==> src/rtl/puf_pkg.sv <==
`default_nettype none
// ============================================================================
// Module  : puf_pkg
// Brief   : Shared types and defaults for the ring-oscillator race arbiter.
// Revision: 1.0
// ============================================================================
package puf_pkg;

  // Arbiter FSM states
  typedef enum logic [1:0] {
    IDLE   = 2'd0,
    SETTLE = 2'd1,
    RACE   = 2'd2,
    REPORT = 2'd3
  } arb_state_e;

  // Winner encoding
  localparam logic WIN_A = 1'b0;
  localparam logic WIN_B = 1'b1;

  // Default race parameters
  localparam int DEF_THRESHOLD     = 1000;
  localparam int DEF_SETTLE_CYCLES = 8;

endpackage
`default_nettype wire

==> src/rtl/ro_edge_counter.sv <==
`default_nettype none
// ============================================================================
// Module  : ro_edge_counter
// Brief   : Synchronises one asynchronous oscillator output, detects rising
//           edges and counts them, saturating at THRESHOLD.
// Revision: 1.0
// ============================================================================
module ro_edge_counter #(
  parameter int CNT_W     = 16,
  parameter int THRESHOLD = 1000
) (
  input  logic clk,
  input  logic rst,
  input  logic ro_i,
  input  logic clr_i,
  input  logic en_i,
  output logic reach_o
);

  localparam logic [CNT_W-1:0] THR = CNT_W'(THRESHOLD);

  logic             sync1_q, sync2_q, prev_q;
  logic [CNT_W-1:0] cnt_q, cnt_d;
  logic             edge_w;

  assign edge_w  = sync2_q & ~prev_q;
  assign reach_o = (cnt_q == THR);

  // Next count: clear wins, otherwise count qualified edges up to THRESHOLD
  always_comb begin
    cnt_d = cnt_q;
    if (clr_i) begin
      cnt_d = '0;
    end else if (en_i && edge_w && (cnt_q != THR)) begin
      cnt_d = cnt_q + 1'b1;
    end
  end

  // Two-flop synchroniser, edge-detect flop and edge counter
  always_ff @(posedge clk) begin
    if (rst) begin
      sync1_q <= 1'b0;
      sync2_q <= 1'b0;
      prev_q  <= 1'b0;
      cnt_q   <= '0;
    end else begin
      sync1_q <= ro_i;
      sync2_q <= sync1_q;
      prev_q  <= sync2_q;
      cnt_q   <= cnt_d;
    end
  end

endmodule
`default_nettype wire

==> src/rtl/race_arbiter.sv <==
`default_nettype none
// ============================================================================
// Module  : race_arbiter
// Brief   : Runs one race between two ring oscillators and reports which one
//           produced THRESHOLD rising edges first (or tie / timeout).
// Revision: 1.0
// ============================================================================
module race_arbiter
  import puf_pkg::*;
#(
  parameter int CNT_W         = 16,
  parameter int THRESHOLD     = DEF_THRESHOLD,
  parameter int SETTLE_CYCLES = DEF_SETTLE_CYCLES,
  parameter int TIMEOUT       = 65535,
  parameter int TO_W          = 16
) (
  input  logic clk,
  input  logic rst,
  input  logic start,
  input  logic ro_a,
  input  logic ro_b,
  output logic ro_en,
  output logic winner,
  output logic done,
  output logic busy,
  output logic tie,
  output logic timeout
);

  localparam int             SET_W       = (SETTLE_CYCLES > 1) ? $clog2(SETTLE_CYCLES) : 1;
  localparam logic [SET_W-1:0] SETTLE_LAST = SET_W'(SETTLE_CYCLES - 1);
  localparam logic [TO_W-1:0]  TO_LAST     = TO_W'(TIMEOUT - 1);

  arb_state_e       state_q, state_d;
  logic [SET_W-1:0] settle_q, settle_d;
  logic [TO_W-1:0]  to_q, to_d;
  logic             winner_q, winner_d;
  logic             tie_q, tie_d;
  logic             timeout_q, timeout_d;
  logic             reach_a, reach_b;
  logic             cnt_clr, cnt_en;

  // Counters are held cleared for the whole settle window and only count in RACE
  assign cnt_clr = (state_q == SETTLE);
  assign cnt_en  = (state_q == RACE);

  ro_edge_counter #(.CNT_W(CNT_W), .THRESHOLD(THRESHOLD)) u_cnt_a (
    .clk     (clk),
    .rst     (rst),
    .ro_i    (ro_a),
    .clr_i   (cnt_clr),
    .en_i    (cnt_en),
    .reach_o (reach_a)
  );

  ro_edge_counter #(.CNT_W(CNT_W), .THRESHOLD(THRESHOLD)) u_cnt_b (
    .clk     (clk),
    .rst     (rst),
    .ro_i    (ro_b),
    .clr_i   (cnt_clr),
    .en_i    (cnt_en),
    .reach_o (reach_b)
  );

  // Next-state logic; result flags change only on the RACE -> REPORT step
  always_comb begin
    state_d   = state_q;
    settle_d  = settle_q;
    to_d      = to_q;
    winner_d  = winner_q;
    tie_d     = tie_q;
    timeout_d = timeout_q;
    case (state_q)
      IDLE: begin
        settle_d = '0;
        to_d     = '0;
        if (start) state_d = SETTLE;
      end
      SETTLE: begin
        if (settle_q == SETTLE_LAST) state_d = RACE;
        else                         settle_d = settle_q + 1'b1;
      end
      RACE: begin
        // A reach always beats a simultaneous timeout expiry
        if (reach_a || reach_b) begin
          state_d   = REPORT;
          winner_d  = (reach_b && !reach_a) ? WIN_B : WIN_A;
          tie_d     = reach_a && reach_b;
          timeout_d = 1'b0;
        end else if (to_q == TO_LAST) begin
          state_d   = REPORT;
          winner_d  = WIN_A;
          tie_d     = 1'b0;
          timeout_d = 1'b1;
        end else begin
          to_d = to_q + 1'b1;
        end
      end
      REPORT: state_d = IDLE;
      default: state_d = IDLE;
    endcase
  end

  // State and result registers
  always_ff @(posedge clk) begin
    if (rst) begin
      state_q   <= IDLE;
      settle_q  <= '0;
      to_q      <= '0;
      winner_q  <= 1'b0;
      tie_q     <= 1'b0;
      timeout_q <= 1'b0;
    end else begin
      state_q   <= state_d;
      settle_q  <= settle_d;
      to_q      <= to_d;
      winner_q  <= winner_d;
      tie_q     <= tie_d;
      timeout_q <= timeout_d;
    end
  end

  assign ro_en   = (state_q == SETTLE) || (state_q == RACE);
  assign done    = (state_q == REPORT);
  assign busy    = (state_q != IDLE);
  assign winner  = winner_q;
  assign tie     = tie_q;
  assign timeout = timeout_q;

endmodule
`default_nettype wire

==> config.mk <==
export PLATFORM = sky130hd
export DESIGN_NAME = race_arbiter
export DESIGN_NICKNAME = d
export VERILOG_FILES = /design/src/rtl/puf_pkg.sv /design/src/rtl/ro_edge_counter.sv /design/src/rtl/race_arbiter.sv
export SDC_FILE = /design/constraint.sdc
export NUM_CORES = 1
export LEC_CHECK = 0
export CAP_MARGIN = 0
export CORE_AREA = 2 2 63 88
export DETAILED_ROUTE_END_ITERATION = 7
export DIE_AREA = 0 0 65 90
export PLACE_DENSITY_LB_ADDON = 0.15
export REMOVE_ABC_BUFFERS = 1
export SLEW_MARGIN = 20
export SYNTH_ARGS = -nofsm -noshare
export SYNTH_HDL_FRONTEND = slang
export SYNTH_SLANG_ARGS = --single-unit
==> constraint.sdc <==
create_clock -name clk -period 3.6 [get_ports clk]
set_clock_uncertainty 0.05 [all_clocks]
set_input_delay 0.72 -clock clk [delete_from_list [all_inputs] [get_ports clk]]
set_output_delay 0.72 -clock clk [all_outputs]
set_load 0.02 [all_outputs]
* Word level (Yosys, flattened, before mapping)
Index checks and enable logic that the tools add are counted.
** Storage, ports and cells
- Register bits :: 62
- Input bits :: 5
- Output and inout port bits :: 6
- Word-level logic and storage cells :: 72
** Cells by class
- Add/sub/neg operators :: 4
- Equality and inequality tests :: 15
- Mux-type cells :: 16
- Bitwise gates (word level) :: 4
- Reduce and logical (&&, ||, !) cells :: 19
** Operator list (number)
- 16-bit by 1-bit adder with 16-bit output, second input constant :: 3
- 16-bit by 10-bit == test with 1-bit output, second input constant :: 2
- 16-bit two-way mux :: 2
- 16-bit by 10-bit inequality test with 1-bit output, second input constant :: 2
- 16-bit one-hot mux with 2 select lines :: 1
- 16-bit == test, second input constant :: 1
- 2-bit two-way mux :: 4
- 2-bit inequality test, second input constant :: 4
- 2-bit one-hot mux with 4 select lines :: 1
- 2-bit nonzero test :: 4
- 1-bit logical AND :: 6
- 1-bit two-way mux :: 6
- 3-bit one-hot mux with 2 select lines :: 1
- 3-bit AND reduction :: 2
- 2-bit == test, second input constant :: 2
- 2-bit AND reduction :: 2
- 3-bit by 1-bit adder with 3-bit output, second input constant :: 1
- 3-bit == test, second input constant :: 1
- 3-bit two-way mux :: 1
- 3-bit inequality test, second input constant :: 1
- 1-bit bitwise AND :: 2
- 2-bit by 1-bit == test with 1-bit output, second input constant :: 1
- 2-bit logical NOT :: 1
- 1-bit logical OR :: 2
- 4 further kinds :: 5

* Longest topological paths before layout
Gate-level depths: netlist of run 1.
- Word-level depth :: 5
- Depth in mapped cells :: 9
- Mapped depth without buffers :: 7

* Hierarchy
A second synthesis of run 1 with hierarchy kept.
** Unflattened totals
- Cells, all modules :: 369
- Area total of the unflattened synthesis :: 3224.3 um^2
** Modules (own cells, without submodules)
- ro_edge_counter :: times used 2, cells an instance 104, area each 919.6 um^2, seq. area each 380.4 um^2
- race_arbiter :: times used 1, cells an instance 161, area each 1385.1 um^2, seq. area each 480.5 um^2

* Worst setup path after synthesis of run 1
OpenSTA, ideal clock, no wires.
- Path kind :: flip-flop to flip-flop
- From :: register u_cnt_a.cnt_q[0]
- To :: register to_q[4]
- Setup time :: 0.062 ns
- Data arrival time :: 2.005 ns
- Required time :: 3.488 ns
- Slack :: 1.483 ns
- Stages on the path, launching flop included :: 10
- Buffers on the path :: 2
- Period minus slack after synthesis :: 2.117 ns
- Path through :: dfxtp_1 inv_1 ha_1 nor4b_1 and4_4 buf_6 or3_1 buf_2 or4_1 nand3_1
** Between the ends
- Word-level cells in the longest chain between the ends :: 4
** RTL lines
- start: declaration :: RTL line ro_edge_counter.sv:23 : logic [CNT_W-1:0] cnt_q, cnt_d;
- start signal: assignment :: RTL line ro_edge_counter.sv:50 : cnt_q <= cnt_d;
- 16-bit by 10-bit == test with 1-bit output :: RTL line ro_edge_counter.sv:27 : assign reach_o = (cnt_q == THR);
- 1-bit logical OR :: RTL line race_arbiter.sv:85 : if (reach_a || reach_b) begin
- 2-bit inequality test (no line)
- 3-bit AND reduction (no line)
- end signal: assignment :: RTL line race_arbiter.sv:116 : to_q <= to_d;
- end: declaration :: RTL line race_arbiter.sv:36 : logic [TO_W-1:0] to_q, to_d;
No other way between the ends.
A chain may end at the register's enable or synchronous reset.

* Worst setup path in the final report of run 1
- From :: register state_q[1]
- To :: output busy
** Between the ends
- Word-level cells in the longest chain between the ends :: 1
** RTL lines
- start: declaration :: RTL line race_arbiter.sv:34 : arb_state_e state_q, state_d;
- start signal: assignment :: RTL line race_arbiter.sv:114 : state_q <= state_d;
- 2-bit nonzero test :: RTL line race_arbiter.sv:125 : assign busy = (state_q != IDLE);
- end: declaration :: RTL line race_arbiter.sv:25 : output logic busy,
No other way between the ends.

==> results of run 1 <==
==> layer usage <==
| metal | vias up | track usage (%) | part of all wire [%] |
|---|---|---|---|
| met5 | - | 0 | 0 |
| met2 | 50 | 43.0 | 51 |
| li1 | 1353 | - | - |
| met3 | 11 | 5.26 | 2.6 |
| met1 | 1294 | 29.5 | 44 |
| met4 | 0 | 11.2 | 2.2 |
==> worst max-delay path: stages, from the launching register on <==
cell and delay [ns]:
dfxtp_1 0.39, inv_1 0.11, ha_1 0.28, inv_1 0.11, clkdlybuf4s50_1 0.60
==> cell usage after synthesis (2+ instances only) <==
cell type	instances
nand3_1	17
xor2_1	17
and4_4	3
o21ai_0	7
nor4b_1	6
a22oi_1	4
or3_1	7
nand2_1	26
mux2i_1	2
a21o_1	2
inv_1	14
xnor2_1	11
nor3_1	13
or2_2	2
nand2b_1	2
ha_1	13
nand4_1	15
buf_1	2
nor2_1	48
clkbuf_1	10
a21oi_1	14
and3_1	5
nor4_1	12
and2_1	7
and4_1	7
buf_2	2
or4_1	4
dfxtp_1	62
and3b_1	2
buf_6	2
a31oi_1	4
a41oi_1	2
nor2b_1	8
o211ai_1	4
==> power by group <==
part	switching, mW	total [mW]	internal, mW
clock network	0.263	0.670	0.407
logic	0.242	0.373	0.131
registers	0.0190	0.729	0.710
==> per-stage QoR <==
| stage | power, mW | std cells | util [%] | area, µm² |
|---|---|---|---|---|
| detailed placement | 1.12 | 436 | 64.9 | 3300 |
| floorplan | 0.988 | 357 | - | 3090 |
| finish | 1.77 | 452 | 69.2 | 3510 |
| global placement | 1.11 | 436 | 64.9 | 3300 |
| global route | 1.87 | 452 | 69.2 | 3510 |
| CTS | 1.79 | 452 | 69.2 | 3510 |
==> logic make-up (layout without fill, tap and decap cells) <==
family / Yosys count / count (layout) / synth area share [%]
buffers and inverters: 30 / 43 / 4.10
DFF: 62 / 62 / 39.1
muxes: 3 / 3 / 0.986
and+or+nand+nor: 189 / 189 / 32.8
xor gates and xnor gates: 28 / 28 / 7.73
adders and majority gates: 13 / 13 / 5.13
AOI/OAI and AO/OA: 48 / 48 / 10.1
==> final cells by class <==
class | instances | area share (%)
Multi-Input combinational cell | 281 | 51.2
Sequential cell | 62 | 35.3
Clock buffer | 12 | 4.13
Timing Repair Buffer | 13 | 3.49
Tap cell | 66 | 2.35
Clock inverter | 4 | 1.99
Inverter | 14 | 1.50
==> how the worst max path moves through the flow <==
stage	start	end	slack [ns]	cells after the start
6_report	state_q[1]$_SDFFE_PP0P_	busy	1.0	4
5_1_grt	state_q[1]$_SDFFE_PP0P_	busy	0.91	4
4_1_cts	state_q[1]$_SDFFE_PP0P_	busy	0.98	4
3_5_place_dp	rst	to_q[8]$_SDFFE_PP0P_	0.96	5
3_3_place_gp	rst	to_q[8]$_SDFFE_PP0P_	1.08	5
2_1_floorplan	state_q[0]$_SDFFE_PP0P_	u_cnt_b.cnt_q[9]$_SDFFE_PP0P_	1.54	7
==> sequential cells by signal, summed over array words and instances (netlist names) <==
register and count:
timeout 1, u_cnt_b.prev_q 1, u_cnt_a.cnt_q 16, u_cnt_b.cnt_q 16, u_cnt_a.prev_q 1, settle_q 3
u_cnt_a.sync2_q 1, u_cnt_b.sync1_q 1, tie 1, winner 1, u_cnt_b.sync2_q 1, u_cnt_a.sync1_q 1
to_q 16, state_q 2
==> results.md, run 1 <==
* Post-CTS setup buffer count at 0
* Pwr dens at a little over 500 nW/µm²
* Area Growth Syn to Fin at 10.8%
* HP Class: reg2reg
* Setup Crit Path Kind: reg2out
* Crit path DAT at around 1.8 ns
* Global-route wire length before repair at between 10,000 and 15,000 µm
* # port buffers at 10
* Area occupied by multi-input gates at ~1800 µm²
* Via count at 2,708
* Starting Density at 62.4%
* Die width at approximately 65 µm
* Worst slew margin at 29.5%
* Setup TNS at 0 ns
* Outcome: complete, no violations
* Reg2Reg Launch Point: state_q[0]$_SDFFE_PP0P_
* Cell variety after synth at between 50 and 60
* Reg2Reg Capture Point: to_q[8]$_SDFFE_PP0P_
* RSZ-0062 raised after global routing: false
* Hold_sp: u_cnt_b.sync1_q$_SDFF_PP0_
* Least-Margin Pin Slew at about 1.0 ns
* Reg-to-reg setup timing slack at roughly 1.3 ns
* Reg clk slew, reported paths at around 0.07 ns
* Root buffer selected by CTS: clkbuf_8
* Max Slew Vio Count at 0
* DR pass1 iterations at 4
* Reg area at 1240 µm²
* Worst setup EP type: primary output
* Die area at between 5000 and 6000 µm²
* Synth Flop Type: dfxtp_1
* Final setup fails at 0
* WP data required at 2.83 ns
* Most frequent cells in the layout: 62 x dfxtp_1, 48 x nor2_1, 26 x nand2_1
* Async SR Flop Fraction at 0%
* Fmax at a little under 0.4 GHz
* Worst setup SP type: register
* Layout Nets at ~400
* HPWL after DPL at 4630 µm
* Mapped Avg Cell Area at around 8.5 µm²
* Pleak at 1.29 nW
* Core area at 5080 µm²
* Max Buffers Root-to-Sink at 2
* Worst Hold Depth at 1
* Fillers at 440
* Post-layout min period at around 2.6 ns
* IO Count at 11
* Final WS setup at 0.999 ns
* Final antenna diode count at 0
* DR WL/cell at 14.6 µm
* Clock net sink count at 62
* Pre-CTS setup slack at ~0.96 ns
* Most common cell after layout, fill and taps aside: dfxtp_1
* Gpl congestion at about 0.86
* Crit Path Max Fanout at 7
* Die Ht at approximately 90 µm
* Mapped cell area at between 3000 and 4000 µm²
* Layout cells sized above 1 at under 10%
* GR Overflow Total at 0
* DR vias/cell at between 5 and 6
* Post-CTS Hold Buffers at 0
* H-tree depth at 3
* Post-route ant nets at 0
* EDFF count, synth at 0
* Detailed Route Iter0 Violations at ~180
* Synth Instances at ~370
* CTS buffer count at 9
* Initial antenna violation count at 0
* Period Utilization, post-route at just over 70%
* Worst r2r path cells at 7
* Ys Warns at 0
* Post-synth top area share at 39.1%
* GRT Util Overall at between 20% and 30%
* Hold WS at 0.385 ns
* Number of global-route vias before repair at about 2.6k
* CTS tree: done
* Yosys reg bits at 62
* Total of max-cap violations at 0
* Final routed DRC violation total at 0
* Worst Hold End: u_cnt_b.sync2_q$_SDFF_PP0_
* Row Count at 31
* Post-CTS sizing at 0
* Final Hold Viols at 0
* Wirelength, routed at around 6600 µm
* Clk Latency, worst-skew pair at around 0.35 ns
* Synth area leaders: dfxtp_1 39%, nor2_1 5.7%, ha_1 5.1%
* Worst VDD drop at 393 µV
* Sequential area share after synthesis at between 30% and 40%
* Largest net degree at the start of global routing at 33
* Yosys top cell by area: dfxtp_1
(Power assumes the default switching activity.)
==> run 2: changes to the inputs <==
--- a/config.mk
+++ b/config.mk
@@ -6,9 +6,9 @@
 export NUM_CORES = 1
 export LEC_CHECK = 0
 export CAP_MARGIN = 0
-export CORE_AREA = 2 2 63 88
+export CORE_AREA = 2 2 68 95
 export DETAILED_ROUTE_END_ITERATION = 7
-export DIE_AREA = 0 0 65 90
+export DIE_AREA = 0 0 70 97
 export PLACE_DENSITY_LB_ADDON = 0.15
 export REMOVE_ABC_BUFFERS = 1
 export SLEW_MARGIN = 20
==> constraint.sdc (replaced) <==
create_clock -name clk -period 2.29 [get_ports clk]
set_clock_uncertainty 0.05 [all_clocks]
set_input_delay 0.458 -clock clk [delete_from_list [all_inputs] [get_ports clk]]
set_output_delay 0.458 -clock clk [all_outputs]
set_load 0.02 [all_outputs]
==> results.md, run 2 (same netlist as run 1, synthesis figures left out) <==
* Period Utilization, post-route at 93.4%
* CP Launch Point: u_cnt_b.cnt_q[0]$_SDFFE_PP0P_
* Fmax at 0.468 GHz
* Layout Nets at 418 (+4.8%)
* # port buffers at 10 (unchanged)
* Reg clk slew, reported paths at 0.07 ns (about the same)
* Outcome: complete, no violations
* Most frequent cells in the layout: 62 x dfxtp_1, 48 x nor2_1, 26 x nand2_1
* Clock net sink count at 62 (unchanged)
* Pwr dens at 761 nW/µm² (+51%)
* Crit path max-delay family: simple AND/OR/NAND/NOR gates
* Final setup fails at 0 (unchanged)
* Final routed DRC violation total at 0 (unchanged)
* Total of max-cap violations at 0 (unchanged)
* GRT Util Overall at 21.4% (-3.7 points)
* HPWL after DPL at 4960 µm (+7.2%)
* Reg2Reg Launch Point: u_cnt_b.cnt_q[0]$_SDFFE_PP0P_
* Pleak at 1.40 nW (+8.3%)
* Post-route ant nets at 0 (unchanged)
* Hold_sp: u_cnt_a.sync1_q$_SDFF_PP0_
* Max Slew Vio Count at 0 (unchanged)
* Least-Margin Pin Slew at 0.496 ns (-0.553 ns)
* Worst setup SP type: register
* DR vias/cell at 5.80 (-3.1%)
* Starting Density at 54.1% (-8.3 points)
* Core area at 5860 µm² (+15%)
* Largest net degree at the start of global routing at 33 (unchanged)
* IO Count at 11 (unchanged)
* Number of buffers and inverters on the critical path at 1 (-2)
* Area Growth Syn to Fin at 16.2%
* Die Ht at 97 µm (+7.8%)
* Slowest cell on crit path: or4_1
* Root buffer selected by CTS: clkbuf_8
* Worst VDD drop at 537 µV (+37%)
* Number of global-route vias before repair at 2,582 (+0.35%)
* DR WL/cell at 14.2 µm (-2.3%)
* Die area at 6790 µm² (+16%)
* Worst slew margin at 66.6% (+37 points)
* Wirelength, routed at 6760 µm (+2.7%)
* CTS tree: done
* H-tree depth at 3 (unchanged)
* Crit path DAT at 2.37 ns (+0.54 ns)
* Row Count at 33 (+6.5%)
* Pre-CTS setup slack at 0.113 ns (-0.846 ns)
* CP cell instances: inv_1 -> ha_1 -> and3b_1 -> and4_4 -> or3_4 -> or4_1 -> nand3_1
* Final antenna diode count at 0 (unchanged)
* Setup Crit Path Kind: reg2reg
* Post-CTS Hold Buffers at 0 (unchanged)
* Global-route wire length before repair at 11,900 µm (+2.6%)
* WP data required at 2.52 ns (-0.31 ns)
* Final WS setup at 0.151 ns (-0.848 ns)
* Die width at 70 µm (+7.7%)
* Crit path largest cell delay at 0.47 ns (-0.13 ns)
* Detailed Route Iter0 Violations at 161 (-8.0%)
* Initial antenna violation count at 0 (unchanged)
* DR pass1 iterations at 4 (unchanged)
* Power Total at 2.81 mW (+58%)
* Via count at 2,757 (+1.8%)
* Clk Latency, worst-skew pair at 0.34 ns (about the same)
* Final Hold Viols at 0 (unchanged)
* Largest registers: to_q: 16 flops, u_cnt_a.cnt_q: 16 flops, u_cnt_b.cnt_q: 16 flops
* Crit Path Max Fanout at 8 (+1)
* Max Buffers Root-to-Sink at 2 (unchanged)
* Gpl congestion at 0.820 (-4.7%)
* Most common cell after layout, fill and taps aside: dfxtp_1
* RSZ-0062 raised after global routing: false
* CTS buffer count at 9 (unchanged)
* GR Overflow Total at 0 (unchanged)
* Setup TNS at 0 ns (unchanged)
* HP Class: reg2reg
* Post-layout min period at about 2.1 ns
* Layout cells sized above 1 at 11.9% (+4.9 points)
* Worst setup EP type: register
-- run 2: what timing repair did --
action / 4_1_cts / 5_1_grt
pin swaps: 0 / 1
gates cloned: 0 / 0
resized for setup: 1 / 3
setup endpoints to repair: 1 / 4
setup buffers: 0 / 2
-- run 2: final cells by class --
class / count / area [µm²]
Clock buffer: 12 / 145
Clock inverter: 4 / 70.1
Fill cell: 523 / 2180
Inverter: 14 / 52.6
Multi-Input combinational cell: 281 / 1810
Sequential cell: 62 / 1240
Tap cell: 70 / 87.6
Timing Repair Buffer: 32 / 279
-- run 2: final timing paths --
check,endpoint,slack [ns],cells past startpoint
setup reg to reg,to_q[4]$_SDFFE_PP0P_,0.15,7
hold / removal,u_cnt_a.sync2_q$_SDFF_PP0_,0.39,1
hold reg to reg,u_cnt_a.sync2_q$_SDFF_PP0_,0.39,1
setup / recovery,to_q[4]$_SDFFE_PP0P_,0.15,7
-- run 2: per-layer routing --
layer  up-vias  routed length (µm)  global-route usage, %
li1       1400                   -                      -
met1      1305                3000                   26.3
met2        40                3450                   35.7
met3        12                 191                   5.00
met4         0                 128                   9.02
met5         -                   0                      0
-- run 2: stage by stage --
step / cell area (µm²) / instances / hold WS [ns] / util (%)
finish: 3690 / 475 / 0.390 / 62.9
global route: 3690 / 475 / 0.403 / 62.9
CTS: 3660 / 473 / 0.400 / 62.4
detailed placement: 3440 / 457 / 0.377 / 58.7
global placement: 3440 / 457 / 0.373 / 58.7
floorplan: 3090 / 357 / 0.364 / -
-- run 2: where the power goes --
part	total [mW]	switching [mW]	internal [mW]
clock	1.05	0.412	0.640
sequential	1.14	0.0281	1.12
combinational	0.610	0.382	0.227
